<file path="config.mk">
export PLATFORM = sky130hd
export DESIGN_NAME = alu_wb_stage_flat
export DESIGN_NICKNAME = d
export VERILOG_FILES = /design/src/rtl/alu_wb_stage_pkg.sv /design/src/rtl/alu_wb_stage_if.sv /design/src/rtl/alu_mcp_ctrl.sv /design/src/rtl/alu_wb_stage.sv /design/src/flat_wrapper.sv
export SDC_FILE = /design/constraint.sdc
export NUM_CORES = 1
export LEC_CHECK = 0
export CAP_MARGIN = 20
export CELL_PAD_IN_SITES_DETAIL_PLACEMENT = 1
export CELL_PAD_IN_SITES_GLOBAL_PLACEMENT = 1
export CORE_UTILIZATION = 30
export CTS_CLUSTER_DIAMETER = 50
export DETAILED_ROUTE_END_ITERATION = 10
export PLACE_DENSITY_LB_ADDON = 0.12
export RECOVER_POWER = 25
export SETUP_SLACK_MARGIN = 0.4
export SLEW_MARGIN = 15
export SYNTH_ARGS = -nofsm -noshare
export SYNTH_HDL_FRONTEND = slang
export SYNTH_SLANG_ARGS = --single-unit
</file>
<file path="constraint.sdc">
create_clock -name clk -period 1.68 [get_ports clk]
set_input_delay 0.504 -clock clk [delete_from_list [all_inputs] [get_ports clk]]
set_output_delay 0.504 -clock clk [all_outputs]
set_load 0.01 [all_outputs]
</file>
<file path="src/rtl/alu_wb_stage_pkg.sv">
// ----------------------------------------------------------------------------
// alu_wb_stage_pkg
// Shared definitions for the ALU write-back stage:
//   - opcode encodings for the instructions that need special handling
//   - flag bit positions inside the packed flag register
//   - default number of extra cycles for multi-cycle ALU ops
//   - FSM state type for the multi-cycle controller
//   - helper that decides whether an opcode may write the register file
// ----------------------------------------------------------------------------
package alu_wb_stage_pkg;

   // Opcode encodings (6-bit), shared with the decoder and ALU
   localparam logic [5:0] OP_ADD  = 6'h01;
   localparam logic [5:0] OP_CMP  = 6'h05;
   localparam logic [5:0] OP_MUL  = 6'h08;
   localparam logic [5:0] OP_BTST = 6'h0c;
   localparam logic [5:0] OP_DJNZ = 6'h10;

   // Bit positions of the architectural flags in a 4-bit flag vector
   localparam int unsigned FLAG_C = 0;
   localparam int unsigned FLAG_V = 1;
   localparam int unsigned FLAG_Z = 2;
   localparam int unsigned FLAG_S = 3;

   // Default extra cycles held for an mcp op (legal 1..7)
   localparam int unsigned MCP_CYCLES_DEF = 1;

   typedef enum logic {StIdle, StWait} mcp_state_e;

   // CMP and BTST only produce flags; their result is never written back
   function automatic logic wen_allowed(input logic [5:0] opcode);
      return !((opcode == OP_CMP) || (opcode == OP_BTST));
   endfunction

endpackage

</file>
<file path="src/rtl/alu_wb_stage_if.sv">
// ----------------------------------------------------------------------------
// alu_wb_stage_if
// Handshake/result bus between the ALU (master) and the write-back stage
// (slave).
//   in_valid     ALU result valid this cycle            (master -> slave)
//   in_ready     stage can accept                       (slave -> master)
//   in_opcode    instruction opcode                     (master -> slave)
//   in_rdest     destination register                   (master -> slave)
//   in_wen       instruction writes the register file   (master -> slave)
//   in_setflags  instruction updates the flags          (master -> slave)
//   in_dout      ALU result                             (master -> slave)
//   in_cout      ALU carry out                          (master -> slave)
//   in_vout      ALU overflow out                       (master -> slave)
//   in_qnz       DJNZ counter not zero                  (master -> slave)
//   in_mcp       multi-cycle operation                  (master -> slave)
// ----------------------------------------------------------------------------
interface alu_wb_stage_if #(
   parameter int unsigned DWIDTH = 32,
   parameter int unsigned RADDR  = 4
);

   logic              in_valid;
   logic              in_ready;
   logic [5:0]        in_opcode;
   logic [RADDR-1:0]  in_rdest;
   logic              in_wen;
   logic              in_setflags;
   logic [DWIDTH-1:0] in_dout;
   logic              in_cout;
   logic              in_vout;
   logic              in_qnz;
   logic              in_mcp;

   modport master (
      output in_valid, in_opcode, in_rdest, in_wen, in_setflags,
             in_dout, in_cout, in_vout, in_qnz, in_mcp,
      input  in_ready
   );

   modport slave (
      input  in_valid, in_opcode, in_rdest, in_wen, in_setflags,
             in_dout, in_cout, in_vout, in_qnz, in_mcp,
      output in_ready
   );

endinterface

</file>
<file path="src/rtl/alu_mcp_ctrl.sv">
// ----------------------------------------------------------------------------
// alu_mcp_ctrl
// IDLE/WAIT controller for multi-cycle ALU operations. An mcp op is held for
// MCP_CYCLES extra cycles before it is accepted; plain ops are accepted at once.
//   clk       system clock
//   reset_b   asynchronous active-low reset
//   i_valid   ALU result valid
//   i_mcp     ALU result needs extra cycles
//   o_ready   stage can accept (combinational)
//   o_accept  result is captured at the next edge (combinational)
// ----------------------------------------------------------------------------
module alu_mcp_ctrl
   import alu_wb_stage_pkg::*;
#(
   parameter int unsigned MCP_CYCLES = MCP_CYCLES_DEF
) (
   input  logic clk,
   input  logic reset_b,
   input  logic i_valid,
   input  logic i_mcp,
   output logic o_ready,
   output logic o_accept
);

   localparam int unsigned CntW = $clog2(MCP_CYCLES + 1);

   mcp_state_e    r_state;
   logic [CntW-1:0] r_cnt;
   logic          w_last;

   // The counter is loaded with MCP_CYCLES; the cycle whose decrement brings
   // it to zero is the capture cycle, giving 1+MCP_CYCLES edges of latency.
   assign w_last = (r_cnt == CntW'(1));

   always_comb begin
      o_ready  = 1'b1;
      o_accept = 1'b0;
      unique case (r_state)
         StIdle: begin
            o_ready  = !(i_valid && i_mcp);
            o_accept = i_valid && !i_mcp;
         end
         StWait: begin
            o_ready  = w_last;
            o_accept = i_valid && w_last;
         end
      endcase
   end

   always_ff @(posedge clk or negedge reset_b) begin
      if (!reset_b) begin
         r_state <= StIdle;
         r_cnt   <= '0;
      end else begin
         case (r_state)
            StIdle: begin
               if (i_valid && i_mcp) begin
                  r_cnt   <= CntW'(MCP_CYCLES);
                  r_state <= StWait;
               end
            end
            StWait: begin
               // Dropping valid mid-wait aborts the op without capture
               if (!i_valid || w_last) begin
                  r_cnt   <= '0;
                  r_state <= StIdle;
               end else begin
                  r_cnt <= r_cnt - CntW'(1);
               end
            end
            default: begin
               r_cnt   <= '0;
               r_state <= StIdle;
            end
         endcase
      end
   end

endmodule

</file>
<file path="src/rtl/alu_wb_stage.sv">
// ----------------------------------------------------------------------------
// alu_wb_stage
// Write-back stage after the ALU: registers result and write-port controls,
// owns the C/V/Z/S flag register and the DJNZ taken strobe, and stalls
// upstream for multi-cycle ops.
//   clk            system clock
//   reset_b        asynchronous active-low reset
//   up             ALU handshake/result bus (slave side)
//   wb_valid       registered result valid (one-cycle pulse per result)
//   wb_wen         register-file write enable
//   wb_rdest       register-file write address
//   wb_data        register-file write data
//   wb_djnz_taken  DJNZ branch-taken strobe
//   flag_c/v/z/s   architectural flags
// Optional (macro ALU_FLAG_FWD_EN):
//   nxt_flag_c/v/z/s  combinational value each flag takes at the next edge
// ----------------------------------------------------------------------------
module alu_wb_stage
   import alu_wb_stage_pkg::*;
#(
   parameter int unsigned DWIDTH     = 32,
   parameter int unsigned RADDR      = 4,
   parameter int unsigned MCP_CYCLES = MCP_CYCLES_DEF
) (
   input  logic              clk,
   input  logic              reset_b,
   alu_wb_stage_if.slave     up,
   output logic              wb_valid,
   output logic              wb_wen,
   output logic [RADDR-1:0]  wb_rdest,
   output logic [DWIDTH-1:0] wb_data,
   output logic              wb_djnz_taken,
   output logic              flag_c,
   output logic              flag_v,
   output logic              flag_z,
   output logic              flag_s
`ifdef ALU_FLAG_FWD_EN
   ,
   output logic              nxt_flag_c,
   output logic              nxt_flag_v,
   output logic              nxt_flag_z,
   output logic              nxt_flag_s
`endif
);

   logic              w_accept;
   logic              w_ready;
   logic              w_is_cmp;
   logic              w_is_btst;
   logic              w_is_djnz;
   logic [3:0]        w_flags_nxt;

   logic              r_wb_valid;
   logic              r_wb_wen;
   logic [RADDR-1:0]  r_wb_rdest;
   logic [DWIDTH-1:0] r_wb_data;
   logic              r_wb_djnz;
   logic [3:0]        r_flags;

   alu_mcp_ctrl #(
      .MCP_CYCLES (MCP_CYCLES)
   ) u_mcp_ctrl (
      .clk      (clk),
      .reset_b  (reset_b),
      .i_valid  (up.in_valid),
      .i_mcp    (up.in_mcp),
      .o_ready  (w_ready),
      .o_accept (w_accept)
   );

   assign up.in_ready = w_ready;

   assign w_is_cmp  = (up.in_opcode == OP_CMP);
   assign w_is_btst = (up.in_opcode == OP_BTST);
   assign w_is_djnz = (up.in_opcode == OP_DJNZ);

   // CMP always sets flags; BTST only touches Z
   always_comb begin
      w_flags_nxt = r_flags;
      if (w_accept && (up.in_setflags || w_is_cmp)) begin
         w_flags_nxt[FLAG_Z] = (up.in_dout == '0);
         if (!w_is_btst) begin
            w_flags_nxt[FLAG_C] = up.in_cout;
            w_flags_nxt[FLAG_V] = up.in_vout;
            w_flags_nxt[FLAG_S] = up.in_dout[DWIDTH-1];
         end
      end
   end

   always_ff @(posedge clk or negedge reset_b) begin
      if (!reset_b) begin
         r_wb_valid <= 1'b0;
         r_wb_wen   <= 1'b0;
         r_wb_rdest <= '0;
         r_wb_data  <= '0;
         r_wb_djnz  <= 1'b0;
         r_flags    <= '0;
      end else begin
         r_flags <= w_flags_nxt;
         if (w_accept) begin
            r_wb_valid <= 1'b1;
            r_wb_wen   <= up.in_wen && wen_allowed(up.in_opcode);
            r_wb_rdest <= up.in_rdest;
            r_wb_data  <= up.in_dout;
            r_wb_djnz  <= w_is_djnz && up.in_qnz;
         end else begin
            // Data and address hold so the forwarding path stays stable
            r_wb_valid <= 1'b0;
            r_wb_wen   <= 1'b0;
            r_wb_djnz  <= 1'b0;
         end
      end
   end

   assign wb_valid      = r_wb_valid;
   assign wb_wen        = r_wb_wen;
   assign wb_rdest      = r_wb_rdest;
   assign wb_data       = r_wb_data;
   assign wb_djnz_taken = r_wb_djnz;
   assign flag_c        = r_flags[FLAG_C];
   assign flag_v        = r_flags[FLAG_V];
   assign flag_z        = r_flags[FLAG_Z];
   assign flag_s        = r_flags[FLAG_S];

`ifdef ALU_FLAG_FWD_EN
   assign nxt_flag_c = w_flags_nxt[FLAG_C];
   assign nxt_flag_v = w_flags_nxt[FLAG_V];
   assign nxt_flag_z = w_flags_nxt[FLAG_Z];
   assign nxt_flag_s = w_flags_nxt[FLAG_S];
`endif

endmodule

</file>
<file path="src/flat_wrapper.sv">
// flat-port wrapper written by rule: the top's interface ports become plain ports
module alu_wb_stage_flat import alu_wb_stage_pkg::*;
#(
   parameter int unsigned DWIDTH     = 32,
   parameter int unsigned RADDR      = 4,
   parameter int unsigned MCP_CYCLES = MCP_CYCLES_DEF
)
  (clk, reset_b, wb_valid, wb_wen, wb_rdest, wb_data, wb_djnz_taken, flag_c, flag_v, flag_z, flag_s, up_in_valid, up_in_opcode, up_in_rdest, up_in_wen, up_in_setflags, up_in_dout, up_in_cout, up_in_vout, up_in_qnz, up_in_mcp, up_in_ready);
  alu_wb_stage_if #(.DWIDTH(DWIDTH), .RADDR(RADDR)) up_i ();
  input  logic clk;
  input  logic reset_b;
  output logic wb_valid;
  output logic wb_wen;
  output logic [RADDR-1:0] wb_rdest;
  output logic [DWIDTH-1:0] wb_data;
  output logic wb_djnz_taken;
  output logic flag_c;
  output logic flag_v;
  output logic flag_z;
  output logic flag_s;
  input wire logic [$bits(up_i.in_valid)-1:0] up_in_valid;
  input wire logic [$bits(up_i.in_opcode)-1:0] up_in_opcode;
  input wire logic [$bits(up_i.in_rdest)-1:0] up_in_rdest;
  input wire logic [$bits(up_i.in_wen)-1:0] up_in_wen;
  input wire logic [$bits(up_i.in_setflags)-1:0] up_in_setflags;
  input wire logic [$bits(up_i.in_dout)-1:0] up_in_dout;
  input wire logic [$bits(up_i.in_cout)-1:0] up_in_cout;
  input wire logic [$bits(up_i.in_vout)-1:0] up_in_vout;
  input wire logic [$bits(up_i.in_qnz)-1:0] up_in_qnz;
  input wire logic [$bits(up_i.in_mcp)-1:0] up_in_mcp;
  output wire logic [$bits(up_i.in_ready)-1:0] up_in_ready;
  assign up_i.in_valid = up_in_valid;
  assign up_i.in_opcode = up_in_opcode;
  assign up_i.in_rdest = up_in_rdest;
  assign up_i.in_wen = up_in_wen;
  assign up_i.in_setflags = up_in_setflags;
  assign up_i.in_dout = up_in_dout;
  assign up_i.in_cout = up_in_cout;
  assign up_i.in_vout = up_in_vout;
  assign up_i.in_qnz = up_in_qnz;
  assign up_i.in_mcp = up_in_mcp;
  assign up_in_ready = up_i.in_ready;
  alu_wb_stage #(.DWIDTH(DWIDTH), .RADDR(RADDR), .MCP_CYCLES(MCP_CYCLES)) u_core (.clk(clk), .reset_b(reset_b), .up(up_i), .wb_valid(wb_valid), .wb_wen(wb_wen), .wb_rdest(wb_rdest), .wb_data(wb_data), .wb_djnz_taken(wb_djnz_taken), .flag_c(flag_c), .flag_v(flag_v), .flag_z(flag_z), .flag_s(flag_s));
endmodule
</file>
* Word-level counts from Yosys, hierarchy flattened
Index checks and enable logic that the tools add are counted.
** Word-level totals
- Output and inout bits :: 44
- Register bits after elaboration :: 45
- Word-level logic and storage cells :: 42
- Input port bits :: 51
** Operators by class
- Bitwise operators :: 2
- Add/sub/neg operators :: 1
- Muxes and demuxes :: 11
- Eq/ne operators :: 4
- Reductions and logical operators :: 15
** Operators by type and width (count)
- 32-bit zero test :: 1
- 1-bit case mux with 2 select lines :: 4
- 1-bit two-way mux :: 7
- 6-bit by 3-bit == test with 1-bit output, second input constant :: 1
- 6-bit by 4-bit == test with 1-bit output, second input constant :: 1
- 6-bit by 5-bit == test with 1-bit output, second input constant :: 1
- 1-bit logical AND :: 6
- 1-bit zero test :: 4
- 1-bit logical OR :: 3
- 2-bit != test, second input constant :: 1
- 1-bit NOT :: 2
- 2-bit AND reduction :: 1
- 1-bit subtractor, second input constant :: 1

* Longest topological paths before layout
- Depth after elaboration :: 5
- Depth in mapped cells :: 5
- Mapped depth without buffers :: 4

* Cells and area by module
A second synthesis with hierarchy kept.
** Second synthesis, totals
- Cell total of the unflattened synthesis :: 122
- Area, all modules :: 1815.5 µm²
** Modules (own cells, without submodules)
- alu_wb_stage :: area each 1711.6 µm², sequential area each 1076.0 µm², instances 1, cells an instance 112
- alu_mcp_ctrl :: area each 103.8 µm², sequential area each 50.0 µm², instances 1, cells an instance 10

* Worst setup path before layout
OpenSTA, ideal clock, no wires.
- Kind :: input -> register
- Start :: input up_in_opcode[1]
- End :: register u_core.r_flags[0]
- Library setup time :: 125 ps
- Stages on the path :: 4
- Setup slack :: 100 ps
- Arrival :: 1456 ps
- Path buffers :: 0
- Cells stage by stage :: nor4b_4 -> mux2i_1 -> a21oi_2 -> mux2_2
** Between the ends
- Word-level cells in the longest chain between the ends :: 4
- Elaborated cells on any way between the ends :: 6
** RTL lines
- start: declaration :: line flat_wrapper.sv:22 : input wire logic [$bits(up_i.in_opcode)-1:0] up_in_opcode;
- 6-bit by 3-bit == test with 1-bit output :: line alu_wb_stage.sv:73 : assign w_is_cmp = (up.in_opcode == OP_CMP);
- 1-bit logical OR :: line alu_wb_stage.sv:80 : if (w_accept && (up.in_setflags || w_is_cmp)) begin
- 1-bit logical AND :: line alu_wb_stage.sv:80
- 2-bit AND reduction (no source line) *
- end signal: assignment :: line alu_wb_stage.sv:99 : r_flags <= w_flags_nxt;
- end: declaration :: line alu_wb_stage.sv:58 : logic [3:0] r_flags;
Mark *: on every way between the ends. The rest lies on a longest branch, timed or not.
A chain may end at the register's enable or synchronous reset.

* Worst setup path in the final report
- Start :: register u_core.u_mcp_ctrl.r_state
- End :: register u_core.r_wb_data[6] (netlist: u_core.wb_data[6])
** Between the ends
- Word-level cells in the longest chain between the ends :: 2
** RTL lines
- start: declaration :: line alu_mcp_ctrl.sv:27 : mcp_state_e r_state;
- start signal: assignment :: line alu_mcp_ctrl.sv:52 : r_state <= StIdle;
- start signal: assignment :: line alu_mcp_ctrl.sv:59 : r_state <= StWait;
- start signal: assignment :: line alu_mcp_ctrl.sv:66 : r_state <= StIdle;
- 1-bit NOT :: line alu_mcp_ctrl.sv:38 : unique case (r_state)
- 1-bit case mux with 2 select lines * :: line alu_mcp_ctrl.sv:38
- end signal: assignment :: line alu_wb_stage.sv:104 : r_wb_data <= up.in_dout;
- end: declaration :: line alu_wb_stage.sv:56 : logic [DWIDTH-1:0] r_wb_data;
Marked as above.

==> out/results.ini <==
[status]
outcome = finished, final reports clean

[timing]
max_freq_mhz = 597.8
slew_viol_final = 0
setup_viol = 0
worstMarginPinSlew_ns = 1.220
worst_slew_margin_rel_pct = 18.68
fin_crit_ns = 1.673
fin_setup_tns_ns = 0
worst_slack_ns = 0.007167
rsz0062_at_grt = true
fin_skew_ns = 0.005758
period_share_pct = 99.57
hold_violations = 0

[placement]
hpwl_mm = 3.856
gp_congestion = 0.7421
placed_area_um2 = 2990
place_ws_ns = -0.5291
io_buffers = 94

[pwr]
p_switching_uw = 964.7
clock_power_share_pct = 26.1
combPwrFrac_pct = 35.5
power.total_uw = 3683
swShare_pct = 26.20
vdd_ir_drop_max_mv = 0.6252
power_density_nw_per_um2 = 1036
p_int_uw = 2718
p_leak_uw = 0.001780
p_seq_share_pct = 38.4

[routing]
via_per_inst = 4.619
ant_nets = 0
drt_drc_violations_left = 0
first_pass_iters = 4
routedWlPerCell_um = 18.21
wl_mm = 6.210
drt_first_iter_violations = 25
vias = 1575

[worst_setup_path]
crit_path_end_kind = register
r2r_end = u_core.wb_data[6]
start_kind = register
rrSetupSlack_ns = 0.007
crit_type = reg2reg
required_ns = 1.86
reg2reg_from = u_core.u_mcp_ctrl.r_state
reg2reg_depth = 8
crit_path_max_fanout = 8
critPathArrivalTime_ns = 1.85

[floorplan]
num_io_pins = 95
initial_core_util_pct = 31.92
fp.dieW_um = 79.71
core_um2 = 5675
die_h_um = 79.71
die-area_um2 = 6354
rows = 27

[clock_network]
cts_buffers = 5
cts_tree = built
clkSinkCount = 45
holdBufCountCts = 0
cts.path.max_buffers = 2
htree_levels = 2
clk_latency_ns = 0.29
clk_pin_slew_ns = 0.08
clockRootBuffer = clkbuf_8

[global_route]
antenna_found_initial = 0
grt-ovfl-total = 0
grt_pass1_wl_mm = 8.997
grt_pass1_vias = 1703
grt_usage_pct = 19.15
grt_max_degree = 26

[logic_synthesis]
synth.avg_cell_area_um2 = 14.85
synth_top_area_share_pct = 62.15
synth.most_common_cell = dfrtp_1
synthFlopType = dfrtp_1
syn_nets = 173
ys_types = 23
synth.cell_area_um2 = 1812
synth_area_leaders = dfrtp_1 62%, mux2_2 24%, nor4_1 3.1%
synth_edf_count = 0
synth_top_area_cell = dfrtp_1
synth_common_cells = 45 x dfrtp_1, 38 x mux2_2, 9 x nor4_1
seq_area_frac_synth_pct = 62.15
async_flop_share_pct = 100.0
synth-seq-cells = 45
syn_inst = 122
yosysWarnings = 0

[final_layout]
drive_gt1_share_pct = 60.59
fin_area_um2 = 3555
diodes = 0
layout.nets = 319
area_growth_pct = 96.20
n_fill_cell = 574
final_util_pct = 62.63

[min_path]
hold_end = u_core.wb_djnz_taken
hold_depth = 2
hp-start = up_in_opcode[2]
worstHoldPathType = in2reg

[run]
maxCapViolations = 0

==> state kept, by name (all words and copies together), names as in the netlist <==
signal                     count
u_core.r_flags                 4
u_core.u_mcp_ctrl.r_cnt        1
u_core.u_mcp_ctrl.r_state      1
u_core.wb_data                32
u_core.wb_djnz_taken           1
u_core.wb_rdest                4
u_core.wb_valid                1
u_core.wb_wen                  1
==> power by group through the flow <==
stage	Clock, uW	Combinational, uW	Sequential (uW)
after floorplan	0	273	1500
after global placement	0	1000	1400
after detailed placement	0	1030	1420
after CTS	988	1040	1400
after global routing	1040	1390	1430
final	961	1310	1410
==> per-layer routing <==
layer / vias to the layer above / part of all wire [%] / global-route usage [%]
met5: - / 0 / 0
met4: 0 / 0.84 / 6.000
met3: 5 / 6.7 / 5.143
met2: 56 / 53 / 33.08
met1: 782 / 39 / 23.01
li1: 732 / - / -
==> placed cells by master (no fill, tap or decap), drive strengths merged, types with 2 or more instances in the layout <==
cell type,instances
inv,3
clkdlybuf4s50,20
clkinv,2
o21ai,3
buf,95
a21oi,3
nor4,9
bufinv,2
clkbuf,7
nand4,2
mux2,39
dlygate4sd2,25
nand2b,2
dfrtp,45
==> stage by stage <==
stage | std cells | hold slack, ns
after floorplan | 122 | 0.2084
after global placement | 298 | 0.4611
after detailed placement | 298 | 0.4643
after CTS | 317 | 0.1827
after global routing | 341 | 0.3841
final | 341 | 0.4076
==> cell type report <==
class / count / area [um^2] / share of cell area [%]
clock buffer: 5 / 68.82 / 1.936
clock inverter: 3 / 65.06 / 1.830
inverter: 4 / 20.02 / 0.5632
multi-input combinational: 69 / 912.1 / 25.66
sequential: 45 / 1126 / 31.68
tap: 72 / 90.09 / 2.534
timing repair buffer: 143 / 1272 / 35.80
==> worst max-delay path by stage <==
stage / startpoint / endpoint / cells after the start / slack [ns]
after floorplan: up_in_opcode[1] / u_core.r_flags[0] / 4 / 0.12
after global placement: up_in_mcp / up_in_ready / 4 / -0.52
after detailed placement: up_in_mcp / up_in_ready / 4 / -0.53
after CTS: u_core.u_mcp_ctrl.r_state / up_in_ready / 4 / 0.02
after global routing: u_core.u_mcp_ctrl.r_state / up_in_ready / 3 / -0.04
final: u_core.u_mcp_ctrl.r_state / u_core.wb_data[6] / 8 / 0.007
==> what timing repair did <==
action | 4_1_cts | 5_1_grt
endpoints found under the setup margin | 88 | 86
buffers inserted | 8 | 24
pin swaps | 13 | 3
hold endpoints to repair | 0 | 0
cloned | 3 | 0
resized for setup | 266 | 27
==> cells by family after synthesis <==
group	Yosys count	share of synthesized area, %
mux	40	24.79
flops	45	62.15
simple gates	20	7.942
buf+inv	8	1.934
compound gates	9	3.177
==> critical path, cell delays in order, from the launching register on <==
cell and delay, ns:
dfrtp_1 0.42, nand2b_4 0.16, buf_6 0.11, buf_6 0.11, nand3_4 0.07, buf_12 0.15, buf_12 0.12, buf_12 0.13
mux2_4 0.30
Power figures use the tool's default switching activity.
